--- src/rtl/mult_sched_pkg.sv ---
// Shared constants for the multiplier scheduler: FSM encoding, operand widths
// and the default done timeout.
package mult_sched_pkg;

    localparam int unsigned AW         = 7;
    localparam int unsigned BW         = 5;
    localparam int unsigned PW         = 11;
    localparam int unsigned DefTimeout = 64;

    localparam logic [1:0] StIdle   = 2'd0;
    localparam logic [1:0] StLaunch = 2'd1;
    localparam logic [1:0] StWait   = 2'd2;
    localparam logic [1:0] StResp   = 2'd3;

endpackage

--- src/rtl/mult_sched_rr_pick.sv ---
// Combinational round-robin search: first set request at or above rr_i,
// wrapping around modulo NREQ.
module mult_sched_rr_pick #(
    parameter int unsigned NREQ = 3,
    parameter int unsigned IDW  = 3
) (
    input  logic [NREQ-1:0] req_i,
    input  logic [IDW-1:0]  rr_i,
    output logic            found_o,
    output logic [IDW-1:0]  idx_o
);

    int unsigned     cand;
    logic [NREQ-1:0] shifted;

    always_comb begin
        found_o = 1'b0;
        idx_o   = '0;
        cand    = 0;
        shifted = '0;
        for (int unsigned k = 0; k < NREQ; k++) begin
            cand    = (32'(rr_i) + k) % NREQ;
            shifted = req_i >> cand;
            if (!found_o && shifted[0]) begin
                found_o = 1'b1;
                idx_o   = IDW'(cand);
            end
        end
    end

endmodule

--- src/rtl/mult_sched.sv ---
// Round-robin scheduler sharing one shift-add multiplier among NREQ requesters,
// with a done timeout that turns a hung job into an error response.
module mult_sched
    import mult_sched_pkg::*;
#(
    parameter int unsigned NREQ    = 3,
    parameter int unsigned TIMEOUT = DefTimeout,
    parameter int unsigned IDW     = 3
) (
    input  logic               clk,
    input  logic               reset_n,
    input  logic [NREQ-1:0]    req,
    input  logic [NREQ*AW-1:0] a_in,
    input  logic [NREQ*BW-1:0] b_in,
    output logic [NREQ-1:0]    ack,
    output logic               res_valid,
    output logic [PW-1:0]      res_data,
    output logic [IDW-1:0]     res_id,
    output logic               res_err,
    output logic               busy,
    output logic               mul_init,
    output logic [AW-1:0]      mul_A,
    output logic [BW-1:0]      mul_B,
    input  logic               mul_done,
    input  logic [PW-1:0]      mul_pp
);

    localparam int unsigned CW = $clog2(TIMEOUT + 1);

    logic [1:0]      state_q, state_d;
    logic [IDW-1:0]  sel_q, sel_d;
    logic [IDW-1:0]  rr_q, rr_d;
    logic [CW-1:0]   cnt_q, cnt_d;
    logic [AW-1:0]   mul_a_q, mul_a_d;
    logic [BW-1:0]   mul_b_q, mul_b_d;
    logic            mul_init_q, mul_init_d;
    logic            res_valid_q, res_valid_d;
    logic [PW-1:0]   res_data_q, res_data_d;
    logic [IDW-1:0]  res_id_q, res_id_d;
    logic            res_err_q, res_err_d;
    logic [NREQ-1:0] ack_q, ack_d;

    logic            pick_found;
    logic [IDW-1:0]  pick_idx;

    mult_sched_rr_pick #(
        .NREQ(NREQ),
        .IDW (IDW)
    ) u_rr_pick (
        .req_i  (req),
        .rr_i   (rr_q),
        .found_o(pick_found),
        .idx_o  (pick_idx)
    );

    always_comb begin
        state_d     = state_q;
        sel_d       = sel_q;
        rr_d        = rr_q;
        cnt_d       = cnt_q;
        mul_a_d     = mul_a_q;
        mul_b_d     = mul_b_q;
        mul_init_d  = 1'b0;
        res_valid_d = 1'b0;
        res_data_d  = res_data_q;
        res_id_d    = res_id_q;
        res_err_d   = res_err_q;
        ack_d       = '0;
        case (state_q)
            StIdle: begin
                if (pick_found) begin
                    sel_d      = pick_idx;
                    mul_a_d    = AW'(a_in >> (32'(pick_idx) * AW));
                    mul_b_d    = BW'(b_in >> (32'(pick_idx) * BW));
                    mul_init_d = 1'b1;
                    state_d    = StLaunch;
                end
            end
            StLaunch: begin
                cnt_d   = '0;
                state_d = StWait;
            end
            StWait: begin
                cnt_d = cnt_q + CW'(1);
                // done is stale during the first WAIT cycle; done beats timeout
                if (cnt_q != '0 && mul_done) begin
                    res_data_d  = mul_pp;
                    res_err_d   = 1'b0;
                    res_valid_d = 1'b1;
                    res_id_d    = sel_q;
                    ack_d       = NREQ'(1) << sel_q;
                    state_d     = StResp;
                end else if (cnt_d == CW'(TIMEOUT)) begin
                    res_data_d  = '0;
                    res_err_d   = 1'b1;
                    res_valid_d = 1'b1;
                    res_id_d    = sel_q;
                    ack_d       = NREQ'(1) << sel_q;
                    state_d     = StResp;
                end
            end
            default: begin
                if (32'(sel_q) >= NREQ - 1) begin
                    rr_d = '0;
                end else begin
                    rr_d = sel_q + IDW'(1);
                end
                state_d = StIdle;
            end
        endcase
    end

    always_ff @(posedge clk or negedge reset_n) begin
        if (!reset_n) begin
            state_q     <= StIdle;
            sel_q       <= '0;
            rr_q        <= '0;
            cnt_q       <= '0;
            mul_a_q     <= '0;
            mul_b_q     <= '0;
            mul_init_q  <= 1'b0;
            res_valid_q <= 1'b0;
            res_data_q  <= '0;
            res_id_q    <= '0;
            res_err_q   <= 1'b0;
            ack_q       <= '0;
        end else begin
            state_q     <= state_d;
            sel_q       <= sel_d;
            rr_q        <= rr_d;
            cnt_q       <= cnt_d;
            mul_a_q     <= mul_a_d;
            mul_b_q     <= mul_b_d;
            mul_init_q  <= mul_init_d;
            res_valid_q <= res_valid_d;
            res_data_q  <= res_data_d;
            res_id_q    <= res_id_d;
            res_err_q   <= res_err_d;
            ack_q       <= ack_d;
        end
    end

    assign ack       = ack_q;
    assign res_valid = res_valid_q;
    assign res_data  = res_data_q;
    assign res_id    = res_id_q;
    assign res_err   = res_err_q;
    assign busy      = (state_q != StIdle);
    assign mul_init  = mul_init_q;
    assign mul_A     = mul_a_q;
    assign mul_B     = mul_b_q;

endmodule

--- config.mk ---
export PLATFORM = sky130hd
export DESIGN_NAME = mult_sched
export DESIGN_NICKNAME = d
export VERILOG_FILES = /design/src/rtl/mult_sched_pkg.sv /design/src/rtl/mult_sched_rr_pick.sv /design/src/rtl/mult_sched.sv
export SDC_FILE = /design/constraint.sdc
export NUM_CORES = 1
export LEC_CHECK = 0
export CAP_MARGIN = 10
export CORE_MARGIN = 2
export CORE_UTILIZATION = 45
export DETAILED_ROUTE_END_ITERATION = 7
export PLACE_DENSITY = 0.77
export SYNTH_ARGS = -nofsm -noshare
export SYNTH_HDL_FRONTEND = slang
export SYNTH_SLANG_ARGS = --single-unit
--- constraint.sdc ---
create_clock -name clk -period 3.85 [get_ports clk]
set_input_delay 0.5775 -clock clk [delete_from_list [all_inputs] [get_ports clk]]
set_output_delay 0.5775 -clock clk [all_outputs]
set_load 0.05 [all_outputs]
* Word-level counts from Yosys, hierarchy flattened
Cells that the tools add are included.
** Storage, ports and cells
- Register bits after elaboration :: 47
- Bits of input ports :: 53
- Output and inout bits :: 33
- Word-level logic and storage cells :: 73
** Operators by class
- Add/subtract/negate cells :: 4
- Multiply operators :: 2
- Divide/modulo/power cells :: 3
- Magnitude comparators :: 1
- Eq/ne operators :: 5
- Shifts and indexed selects :: 6
- Multiplexer cells :: 26
- Reduce and logical (&&, ||, !) cells :: 14
** Operators by type and width (count)
- >> shifter 3 x 32 -> 1 bit :: 3
- modulo 32 x 2 -> 32 bit (second input constant) :: 2
- modulo 3 x 2 -> 32 bit (second input constant) :: 1
- two-way mux 3 bit :: 9
- two-way mux 11 bit :: 2
- >> shifter 21 x 6 -> 7 bit :: 1
- >> shifter 15 x 6 -> 5 bit :: 1
- case mux 7 bit (2 select lines) :: 1
- multiplier 3 x 3 -> 6 bit (second input constant) :: 2
- two-way mux 1 bit :: 10
- adder 7 x 1 -> 7 bit (second input constant) :: 1
- equality test 7 bit (second input constant) :: 1
- nonzero test 7 bit :: 1
- two-way mux 2 bit :: 3
- case mux 2 bit (3 select lines) :: 1
- AND reduction 2 bit :: 3
- nonzero test 2 bit :: 3
- adder 3 x 1 -> 4 bit (second input constant) :: 1
- adder 3 x 2 -> 4 bit (second input constant) :: 1
- adder 3 x 1 -> 3 bit (second input constant) :: 1
- greater-or-equal comparator 3 x 2 -> 1 bit (second input constant) :: 1
- logical AND 1 bit :: 3
- inequality test 3 bit (second input constant) :: 1
- OR reduction 3 bit :: 1
- 6 further kinds :: 7

* Longest topological paths before layout
Gate-level depths: netlist of the first run.
- Depth in word-level cells :: 11
- Gate-level depth with buffers :: 17
- Depth with buffers taken out :: 16

* Cells and area by module
From an unflattened synthesis of the first run, not the netlist that was laid out.
** Second synthesis, totals
- Cells, all modules :: 401
- Area total of the unflattened synthesis :: 3555.9 sq um
** Modules (own cells, without submodules)
- mult_sched :: instances 1, cells each 248, area an instance 2443.6 sq um, sequential area each 1176.1 sq um
- mult_sched_rr_pick :: instances 1, cells each 153, area an instance 1112.3 sq um, sequential area each 0.0 sq um

* Least setup slack after synthesis of the first run
OpenSTA, ideal clock, no wires.
- Path kind :: register -> register
- From :: register rr_q[0]
- To :: register mul_a_q[0] (netlist: mul_A[0])
- Library setup time :: 0.128 ns
- Arrival :: 3.590 ns
- Data required time :: 3.722 ns
- Path slack :: 0.132 ns
- Stages on the path, launching flop included :: 17
- Buffers on the path :: 3
- Period minus slack after synthesis :: 3.718 ns
- Path through :: dfrtp_1 buf_2 inv_1 ha_1 ha_1 inv_1 ha_1 nor2b_1 o211ai_2 o31ai_1 and3_4 o311a_4 o221a_4 buf_6 buf_8 mux2i_1 o211ai_2
** On the way
- Word-level cells in the longest chain between the ends :: 11
- Elaborated cells on any way between the ends :: 21
- Those cells by class :: add/sub (2); mul (1); div (3); shift (4); mux (6); reduce/logical (5)
** Ends and longest elaborated chain
- start, declared :: RTL line mult_sched.sv:32 : logic [IDW-1:0] rr_q, rr_d;
- start signal, assigned :: RTL line mult_sched.sv:130 : rr_q <= rr_d;
- parallel branches: the longest is 11 deep, another holds modulo 32 x 2 -> 32 bit
- end signal, assigned :: RTL line mult_sched.sv:132 : mul_a_q <= mul_a_d;
- end, declared :: RTL line mult_sched.sv:34 : logic [AW-1:0] mul_a_q, mul_a_d;
Parallel ways; which one is timed is not known.
A chain may end at the register's enable or synchronous reset.

* Worst setup path in the final report of the first run
- From :: register rr_q[1]
- To :: register state_q[1]
** On the way
- Word-level cells in the longest chain between the ends :: 11
- Elaborated cells on any way between the ends :: 17
- Those cells by class :: add/sub (2); div (3); eq/ne (1); shift (3); mux (3); reduce/logical (5)
** Ends and longest elaborated chain
- parallel branches: the longest is 8 deep, another holds modulo 32 x 2 -> 32 bit
- two-way mux 1 bit (*) :: RTL line mult_sched_rr_pick.sv:24 : if (!found_o && shifted[0]) begin
- inequality test 2 bit (no source line) (*)
- AND reduction 2 bit (no source line) (*)
- end signal, assigned :: RTL line mult_sched.sv:115 : state_q <= StIdle;
- end signal, assigned :: RTL line mult_sched.sv:128 : state_q <= state_d;
- end, declared :: RTL line mult_sched.sv:30 : logic [1:0] state_q, state_d;
Mark *: on every way between the ends.

==> impl_metrics.csv, run 1 <==
group,metric,value,unit
run_status,outcome,"finished, final reports clean",
synthesis,ys_seq_area_frac,0.335,
synthesis,synth.area.top_cells,"dfrtp_1 34%, ha_1 11%, nand2_1 3.9%",
synthesis,synth_edf_count,0,
synthesis,yosysTopAreaCellShare,0.335,
setup_path,crit_path_start,"rr_q[1]$_DFFE_PN0N_",
setup_path,path_cells,"ha_2 -> nand2_1 -> clkinv_1 -> nor2_1 -> ha_2 -> inv_1 -> ha_1 -> nor2b_1 -> o211ai_2 -> o31ai_1 -> and3_4 -> o311a_4 -> buf_4 -> o32ai_2 -> mux2_2",
sta,layout_setup_ws,162,ps
final_layout,stdcell_count,564,
synthesis,yosys_most_used_dff,"dfrtp_1",
placed_design,dpl.cell_count,549,
clock_network,clkLatencyLatePin,310,ps
synthesis,synth_cells,361,
routing,vias_per_cell,5.59,
pwr,powerDensity,1050,nW/um2
grt,grt_pass1_vias,3116,
final_layout,num_antenna_cells,0,
setup_path,cp-endpoint,"state_q[1]$_DFFE_PN0P_",
worst_hold_path,hold_class,"in -> async",
final_layout,finalCoreUtilization,0.622,
sta,whs,442,ps
pwr,ir_drop,0.557,mV
setup_path,crit_path_end_kind,"flop",
sta,setup_viol,0,
setup_path,crit_cells,15,
floorplanning,dieArea,8510,um2
grt,gr-total-overflow,0,
sta,slew_headroom,0.314,
setup_path,r2r_end,"state_q[1]$_DFFE_PN0P_",
setup_path,reg2reg_setup_slack,160,ps
routing,wirelength,8750,um
synthesis,syn_area,3510,um2
grt,grt_pass1_wl,14200,um
routing,drt_iter0_markers,158,
sta,finalCritPeriodShare,0.958,
placed_design,port_buffers,85,
clock_network,cts.reportedPaths.clkPinSlew,90,ps
sta,skew,3.37,ps
clock_network,cts_max_level,2,
setup_path,crit_type,"reg -> reg",
setup_path,cp-start-kind,"flop",
grt,grt_max_degree,48,
synthesis,syn_nets,446,
setup_path,critical-path-top-delay-family,"compound AO/OA/AOI/OAI gates",
final_layout,regArea,1180,um2
setup_path,cp_slowest_stage_delay,460,ps
floorplanning,rows,32,
sta,max_freq,271,MHz
synthesis,ys_ff_latch,47,
floorplanning,dieHeight,92.3,um
placed_design,hpwl,6550,um
floorplanning,initial_core_util,0.458,
setup_path,cp_common_cell,"ha_2",
sta,fin_tns_setup,0,ps
floorplanning,die_width,92.3,um
clock_network,cts_buffers,5,
clock_network,hold_buffers,0,
routing,num_vias,3154,
clock_network,cts.path.max_buffers,2,
clock_network,tritoncts,"done",
clock_network,cts.sinks,47,
setup_path,critPathMaxFanout,6,
setup_path,cp_data_required_time,4050,ps
setup_path,crit_buf_inv,3,
setup_path,r2r-start,"rr_q[1]$_DFFE_PN0N_",
final_layout,multi_input_area,2190,um2
routing,wl_per_cell,15.5,um
final_layout,areaGrowthSynthToFinish,35.7,%
synthesis,async_reset_ff_frac,1.00,
routing,ant_nets,0,
final_layout,drive_gt1_frac,0.160,
final_layout,final_area,4760,um2
synthesis,synth.largest_area_cell,"dfrtp_1",
final_layout,nets,546,
placed_design,place_congestion,0.869,
synthesis,synth-warning-count,0,
setup_path,slowest_stage,"dfrtp_2",
final_layout,final_cell_mix,"84 x clkdlybuf4s50_1, 45 x dfrtp_1, 36 x nand2_1",
pwr,p_leak,2.06,nW
sta,period_needed,3690,ps
routing,first_pass_iters,4,
placed_design,place_area,4510,um2
job,drv_cap,0,
synthesis,syn_avg_cell_area,9.71,um2
pwr,power,4.99,mW
floorplanning,core,7650,um2
sta,worst_pin_slew,1030,ps
final_layout,fillers,616,
floorplanning,num_io_pins,86,
setup_path,crit_arrival,3890,ps
clock_network,cts_root_buffer,"clkbuf_8",
placed_design,place_ws,-1.58,ps
grt,gr-usage-all-layers,0.204,
synthesis,yosysUniqueCellTypes,75,
sta,slew_violations,0,
final_layout,mostFrequentLayoutCell,"clkdlybuf4s50_1",
setup_path,rr_worst_depth,15,
routing,route.detailed.drc,0,
grt,antenna_found_initial,0,
sta,finalHoldViolations,0,
[sequential cells by signal, summed over array words and instances (netlist names)]
signal / flops
rr_q: 3
ack: 3
res_err: 1
cnt_q: 7
sel_q: 3
state_q: 2
mul_B: 5
mul_init: 1
res_data: 11
mul_A: 7
res_valid: 1
res_id: 3
[kinds of logic after synthesis]
| kind of cell | Yosys count | synth area share |
|---|---|---|
| other | 1 | 0.00107 |
| multiplexers | 16 | 0.0471 |
| flip-flops | 47 | 0.335 |
| XOR/XNOR | 8 | 0.0253 |
| adder cells (fa/ha/maj) | 32 | 0.116 |
| AND/OR/NAND/NOR | 99 | 0.145 |
| buffers and inverters | 47 | 0.0589 |
| AO/OA/AOI/OAI | 111 | 0.271 |
[layout make-up]
type,count,area share
Clock buffer,5,0.0145
Timing Repair Buffer,106,0.214
Clock inverter,3,0.00973
Tap cell,102,0.0268
Sequential cell,47,0.248
Inverter,34,0.0274
Multi-Input combinational cell,267,0.459
[cells in the mapped netlist (3+ instances only)]
library cell	n
inv_1	31
o22ai_1	9
o21ai_1	3
nand2_1	36
and2_1	8
o211ai_2	10
a22o_1	12
nand3_1	19
a21oi_1	8
mux2i_1	12
o31ai_1	4
nor2_1	14
ha_1	31
buf_2	4
o21ai_0	19
a211oi_1	4
mux2_2	3
o32a_1	3
a31oi_1	4
dfrtp_1	47
clkbuf_1	6
o211ai_1	4
xnor2_1	7
[what timing repair did]
item / CTS / global route
buffers inserted: 2 / 5
gates resized for setup: 2 / 14
hold endpoints to repair: 0 / 0
pin swaps: 0 / 3
setup endpoints to repair: 4 / 14
[worst min path at each step]
stage                                    endpoint  slack (ps)
after detailed placement     mul_B[0]$_DFFE_PN0P_         480
final                     res_data[6]$_DFFE_PN0P_         440
after floorplan                  ack[0]$_DFF_PN0_         280
after global placement      res_id[0]$_DFFE_PN0P_         470
after CTS                 res_data[6]$_DFFE_PN0P_         480
after global routing         mul_A[4]$_DFFE_PN0P_         530
[report_power, final]
group	internal, mW	switching [mW]
clock	0.196	0.185
combinational	1.62	2.19
sequential	0.687	0.118
[worst reg2reg max path, stage by stage (launching register included)]
cell and delay, ps:
dfrtp_2 460, ha_2 240, nand2_1 110, clkinv_1 150, nor2_1 140, ha_2 220
inv_1 50, ha_1 290, nor2b_1 160, o211ai_2 280, o31ai_1 120, and3_4 200
o311a_4 380, buf_4 140, o32ai_2 270, mux2_2 380
[per-layer routing]
metal,GRT usage,share of wire
met1,0.263,0.44
met2,0.343,0.50
met3,0.0362,0.042
met4,0.0721,0.019
met5,0,0
(Power assumes the default switching activity.)
==> run 2: changes to the inputs <==
- ABC_CLOCK_PERIOD_IN_PS: not set -> 3600
- CORE_MARGIN: 2 -> 1.5
- CORE_UTILIZATION: 45 -> 50
- PLACE_DENSITY: 0.77 -> 0.81
- clock period: 3.85 -> 3.6 ns (I/O delays scaled with it)
==> impl_metrics.csv, run 2 (same netlist as run 1, synthesis figures left out) <==
group,metric,value,unit
pwr,p_seq_frac,0.152,
setup_path,slowest_stage,"dfrtp_2",
final_layout,mostFrequentLayoutCell,"clkdlybuf4s50_1",
floorplanning,die_width,86.7,um
clock_network,cts.path.max_buffers,2,
clock_network,cts_max_level,2,
grt,grt_max_degree,48,
grt,antenna_found_initial,0,
pwr,p_leak,2.16,nW
setup_path,path_cells,"ha_4 -> xnor2_4 -> buf_4 -> nor2_4 -> ha_4 -> inv_1 -> ha_1 -> nor2b_4 -> o211ai_2 -> buf_4 -> nor4_4 -> a211oi_2 -> o311a_4 -> buf_4 -> o21ai_4 -> inv_2 -> o21ai_4 -> a21boi_1",
worst_hold_path,hold_class,"in -> async",
pwr,powerDensity,1150,nW/um2
final_layout,largest_reg_flops,11,
setup_path,crit_path_end_kind,"flop",
final_layout,final_area,4990,um2
floorplanning,num_io_pins,86,
pwr,internal-power,2.82,mW
routing,vias_per_cell,5.69,
run_status,outcome,"finished, final reports clean",
routing,num_vias,3279,
routing,ant_nets,0,
sta,finalCritPeriodShare,0.994,
pwr,ir_drop,0.569,mV
floorplanning,dieArea,7520,um2
sta,finalHoldViolations,0,
setup_path,cp-start-kind,"flop",
final_layout,areaGrowthSynthToFinish,42.4,%
final_layout,final_cell_mix,"84 x clkdlybuf4s50_1, 44 x dfrtp_1, 37 x buf_4",
sta,skew,7.37,ps
final_layout,drive_gt1_frac,0.223,
grt,grt_pass1_wl,15700,um
clock_network,clkLatencyLatePin,300,ps
floorplanning,dieHeight,86.7,um
setup_path,cp_data_required_time,3820,ps
routing,wl_per_cell,17.3,um
pwr,p_switching,2.93,mW
final_layout,num_antenna_cells,0,
setup_path,crit_arrival,3800,ps
pwr,swShare,0.509,
clock_network,cts_root_buffer,"clkbuf_8",
setup_path,r2r-start,"rr_q[1]$_DFFE_PN0N_",
sta,period_needed,3580,ps
sta,rsz0062_at_grt,"yes",
clock_network,cts_buffers,5,
clock_network,hold_buffers,0,
sta,max_freq,279,MHz
final_layout,nets,564,
setup_path,critPathMaxFanout,13,
routing,wirelength,9960,um
grt,gr-usage-all-layers,0.266,
setup_path,crit_type,"reg -> reg",
sta,slew_violations,0,
final_layout,finalCoreUtilization,0.735,
floorplanning,core,6790,um2
sta,slew_headroom,0.297,
sta,fin_tns_setup,0,ps
clock_network,cts.reportedPaths.clkPinSlew,100,ps
sta,setup_viol,0,
placed_design,place_congestion,0.876,
setup_path,r2r_end,"sel_q[1]$_DFFE_PN0P_",
grt,gr-total-overflow,0,
pwr,power.share.combinational,0.777,
pwr,power_frac_clock,0.071,
routing,first_pass_iters,4,
setup_path,rr_worst_depth,18,
routing,route.detailed.drc,0,
placed_design,place_area,4630,um2
setup_path,reg2reg_setup_slack,20,ps
setup_path,cp_slowest_stage_delay,470,ps
routing,drt_iter0_markers,169,
grt,grt_pass1_vias,3269,
job,drv_cap,0,
placed_design,hpwl,7120,um
placed_design,port_buffers,85,
final_layout,fillers,475,
sta,worst_pin_slew,1050,ps
clock_network,tritoncts,"done",
clock_network,cts.sinks,47,
floorplanning,initial_core_util,0.516,
setup_path,cp_common_cell,"buf_4",
floorplanning,rows,30,
[run 2: area by class of cell]
type | count | area (um2) | share of cell area
repair buffers | 123 | 1130 | 0.227
clock inverters | 3 | 46.3 | 0.00928
multi-input cells | 268 | 2310 | 0.463
well taps | 96 | 120 | 0.0241
clock buffers | 5 | 68.8 | 0.0138
flip-flops and latches | 47 | 1180 | 0.236
inverters | 34 | 133 | 0.0266
[run 2: power groups by stage]
stage          Clock (mW)  Combinational, mW  Sequential, mW
2_1_floorplan           0               2.41            1.36
3_3_place_gp            0               3.79           0.860
3_5_place_dp            0               3.91           0.871
4_1_cts             0.412               4.14           0.869
5_1_grt             0.435               4.76           0.891
6_report            0.409               4.47           0.872
[run 2: how the worst max path moves through the flow]
stage	cells past startpoint	to	slack (ps)	start
6_report	18	sel_q[1]$_DFFE_PN0P_	20	rr_q[1]$_DFFE_PN0N_
5_1_grt	18	sel_q[1]$_DFFE_PN0P_	-170	rr_q[1]$_DFFE_PN0N_
4_1_cts	15	mul_B[2]$_DFFE_PN0P_	20	rr_q[1]$_DFFE_PN0N_
3_5_place_dp	17	mul_A[6]$_DFFE_PN0P_	-180	rr_q[1]$_DFFE_PN0N_
3_3_place_gp	17	mul_A[6]$_DFFE_PN0P_	20	rr_q[0]$_DFFE_PN0N_
2_1_floorplan	16	mul_A[0]$_DFFE_PN0P_	1	rr_q[0]$_DFFE_PN0N_
[run 2: critical path, delay by kind of cell, from the launching register on]
family                     cells  cell delay, ps
AOI/OAI and AO/OA              6            1040
buffers and inverters          5             620
adders and majority gates      3             620
and+or+nand+nor                3             620
DFF                            1             470
xor gates and xnor gates       1             130
[run 2: routing by layer]
layer | vias up | global-route usage | routed length, um | share of wire
met4 | 0 | 0.0733 | 193 | 0.019
met1 | 1612 | 0.336 | 4150 | 0.42
met2 | 81 | 0.469 | 5240 | 0.53
li1 | 1570 | - | - | -
met3 | 16 | 0.0457 | 375 | 0.038
met5 | - | 0 | 0 | 0
[run 2: what timing repair did]
item,CTS,global route
pin swaps,3,5
buffers inserted,4,7
hold endpoints to repair,0,0
setup endpoints to repair,15,17
gates resized for setup,14,18
gates cloned,1,0
[run 2: per-stage QoR]
stage          hold slack [ps]  total power [mW]  setup slack (ps)  std cells
2_1_floorplan              244              3.77              1.21        361
3_3_place_gp               470              4.65              15.9        556
3_5_place_dp               477              4.78              -183        556
4_1_cts                    466              5.42              22.5        569
5_1_grt                    522              6.08              -170        576
6_report                   421              5.75              21.1        576
==> run 3: changes to the inputs <==
- ABC_CLOCK_PERIOD_IN_PS: 3600 -> 4550
- CORE_UTILIZATION: 50 -> 54
- PLACE_DENSITY: 0.81 -> 0.86
- SLEW_MARGIN: not set -> 10
- clock period: 3.6 -> 4.55 ns (I/O delays scaled with it)
==> impl_metrics.csv, run 3 (same netlist as run 1, synthesis figures left out) <==
group,metric,value,unit
setup_path,crit_type,"reg -> reg",
clock_network,cts.path.max_buffers,2,
pwr,ir_drop,0.679,mV
clock_network,post_cts_resize_count,0,
pwr,p_leak,1.96,nW
worst_hold_path,min_to,"mul_A[2]$_DFFE_PN0P_",
final_layout,areaGrowthSynthToFinish,27.9,%
pwr,internal-power,1.80,mW
setup_path,cp_common_cell,"ha_1",
sta,finalHoldViolations,0,
pwr,power.share.combinational,0.748,
grt,antenna_found_initial,0,
sta,worst_pin_slew,1030,ps
floorplanning,initial_core_util,0.555,
sta,slew_violations,0,
setup_path,r2r_end,"mul_B[3]$_DFFE_PN0P_",
worst_hold_path,hold_depth,2,
routing,ant_nets,0,
clock_network,clkLatencyLatePin,310,ps
setup_path,critPathMaxFanout,14,
floorplanning,dieArea,6980,um2
pwr,p_seq_frac,0.181,
final_layout,final_cell_mix,"84 x clkdlybuf4s50_1, 47 x dfrtp_1, 36 x nand2_1",
final_layout,num_antenna_cells,0,
sta,skew,5.57,ps
final_layout,nets,527,
grt,grt_max_degree,48,
setup_path,crit_path_end_kind,"flop",
placed_design,hpwl,6610,um
placed_design,place_area,4390,um2
pwr,power,3.85,mW
sta,finalCritPeriodShare,0.941,
clock_network,cts_root_buffer,"clkbuf_8",
routing,wirelength,8830,um
setup_path,cp_slowest_stage_delay,550,ps
pwr,swShare,0.532,
sta,slew_headroom,0.315,
floorplanning,dieHeight,83.6,um
job,drv_cap,0,
sta,rsz0062_at_grt,"no",
sta,setup_viol,0,
final_layout,mostFrequentLayoutCell,"clkdlybuf4s50_1",
clock_network,cts_buffers,5,
final_layout,stdcell_count,520,
final_layout,drive_gt1_frac,0.0993,
floorplanning,rows,29,
grt,gr-total-overflow,0,
routing,wl_per_cell,17.0,um
grt,use_met1,0.312,
sta,period_needed,4280,ps
grt,grt_pass1_vias,3206,
sta,max_freq,234,MHz
floorplanning,core,6310,um2
floorplanning,num_io_pins,86,
clock_network,tritoncts,"done",
clock_network,hold_buffers,0,
routing,drt_iter0_markers,151,
setup_path,rr_worst_depth,14,
routing,first_pass_iters,5,
clock_network,cts.sinks,47,
pwr,p_switching,2.05,mW
clock_network,cts_max_level,2,
setup_path,cp-start-kind,"flop",
routing,num_vias,3136,
grt,grt_util_met3,0.0613,
routing,route.detailed.drc,0,
worst_hold_path,min_from,"mul_A[2]$_DFFE_PN0P_",
grt,gr-usage-all-layers,0.259,
grt,grt_pass1_wl,14600,um
grt,use_met2,0.433,
setup_path,reg2reg_setup_slack,270,ps
placed_design,port_buffers,85,
pwr,power_frac_clock,0.071,
grt,busiest_layer,"met2",
final_layout,largest_reg_flops,11,
setup_path,path_cells,"ha_1 -> xnor2_4 -> inv_4 -> ha_1 -> o21ai_0 -> ha_1 -> nor2b_1 -> o211ai_2 -> o311ai_1 -> a211oi_2 -> a311oi_1 -> nor2_1 -> nand3_1 -> o211ai_2",
final_layout,final_area,4480,um2
run_status,outcome,"finished, final reports clean",
floorplanning,die_width,83.6,um
clock_network,cts.reportedPaths.clkPinSlew,90,ps
setup_path,crit_arrival,4460,ps
clock_network,cts_setup_buffers,0,
routing,vias_per_cell,6.03,
worst_hold_path,hold_class,"reg -> reg",
pwr,powerDensity,859,nW/um2
sta,fin_tns_setup,0,ps
placed_design,place_congestion,0.874,
setup_path,slowest_stage,"dfrtp_1",
final_layout,finalCoreUtilization,0.710,
final_layout,fillers,454,
placed_design,dpl.cell_count,512,
setup_path,r2r-start,"rr_q[0]$_DFFE_PN0N_",
setup_path,cp_data_required_time,4730,ps
-- run 3: cell types whose count changed in the layout (fill, tap and decap cells not counted), moves of 3 or more --
cell and change:
dfrtp_1 +3, ha_2 -3, buf_4 -35, ha_4 -3, ha_1 +6, dfrtp_2 -3
-- run 3: power groups by stage --
| stage | Clock (mW) | Combinational [mW] | Sequential, mW |
|---|---|---|---|
| floorplan | 0 | 1.88 | 1.07 |
| global placement | 0 | 2.76 | 0.693 |
| detailed placement | 0 | 2.84 | 0.700 |
| CTS | 0.280 | 2.86 | 0.696 |
| global route | 0.294 | 3.10 | 0.717 |
| finish | 0.272 | 2.88 | 0.698 |
-- run 3: worst max-delay path by stage --
stage / from / to / slack (ps) / depth (start not counted)
2_1_floorplan: rr_q[0]$_DFFE_PN0N_ / mul_A[0]$_DFFE_PN0P_ / 830 / 16
3_3_place_gp: rr_q[0]$_DFFE_PN0N_ / mul_A[6]$_DFFE_PN0P_ / 570 / 15
3_5_place_dp: rr_q[0]$_DFFE_PN0N_ / mul_A[4]$_DFFE_PN0P_ / 350 / 14
4_1_cts: rr_q[1]$_DFFE_PN0N_ / mul_A[4]$_DFFE_PN0P_ / 330 / 14
5_1_grt: rr_q[1]$_DFFE_PN0N_ / mul_A[4]$_DFFE_PN0P_ / 10 / 14
6_report: rr_q[0]$_DFFE_PN0N_ / mul_B[3]$_DFFE_PN0P_ / 270 / 14
-- run 3: per-layer routing --
| metal | share of wire | vias up |
|---|---|---|
| li1 | - | 1483 |
| met1 | 0.41 | 1494 |
| met2 | 0.50 | 120 |
| met3 | 0.052 | 39 |
| met4 | 0.038 | 0 |
| met5 | 0 | - |
-- run 3: critical path: cells and delay by family, from the launching register on --
family,cells,cell delay (ps)
AND/OR/NAND/NOR,3,740
buffers and inverters,1,100
adder cells (fa/ha/maj),3,1000
flip-flops,1,550
AO/OA/AOI/OAI,6,1480
XOR/XNOR,1,260
-- run 3: layout make-up --
class,count,area (um2),area share
inverter,34,130,0.0290
sequential,47,1180,0.262
clock inverter,3,27.5,0.00614
timing repair buffer,87,861,0.192
tap,77,96.3,0.0215
clock buffer,5,68.8,0.0154
multi-input combinational,267,2120,0.474
-- run 3: per-stage QoR --
| step | setup slack, ps | hold slack [ps] |
|---|---|---|
| 6_report | 268 | 503 |
| 4_1_cts | 329 | 505 |
| 5_1_grt | 13.1 | 528 |
| 2_1_floorplan | 832 | 387 |
| 3_5_place_dp | 347 | 474 |
| 3_3_place_gp | 573 | 470 |
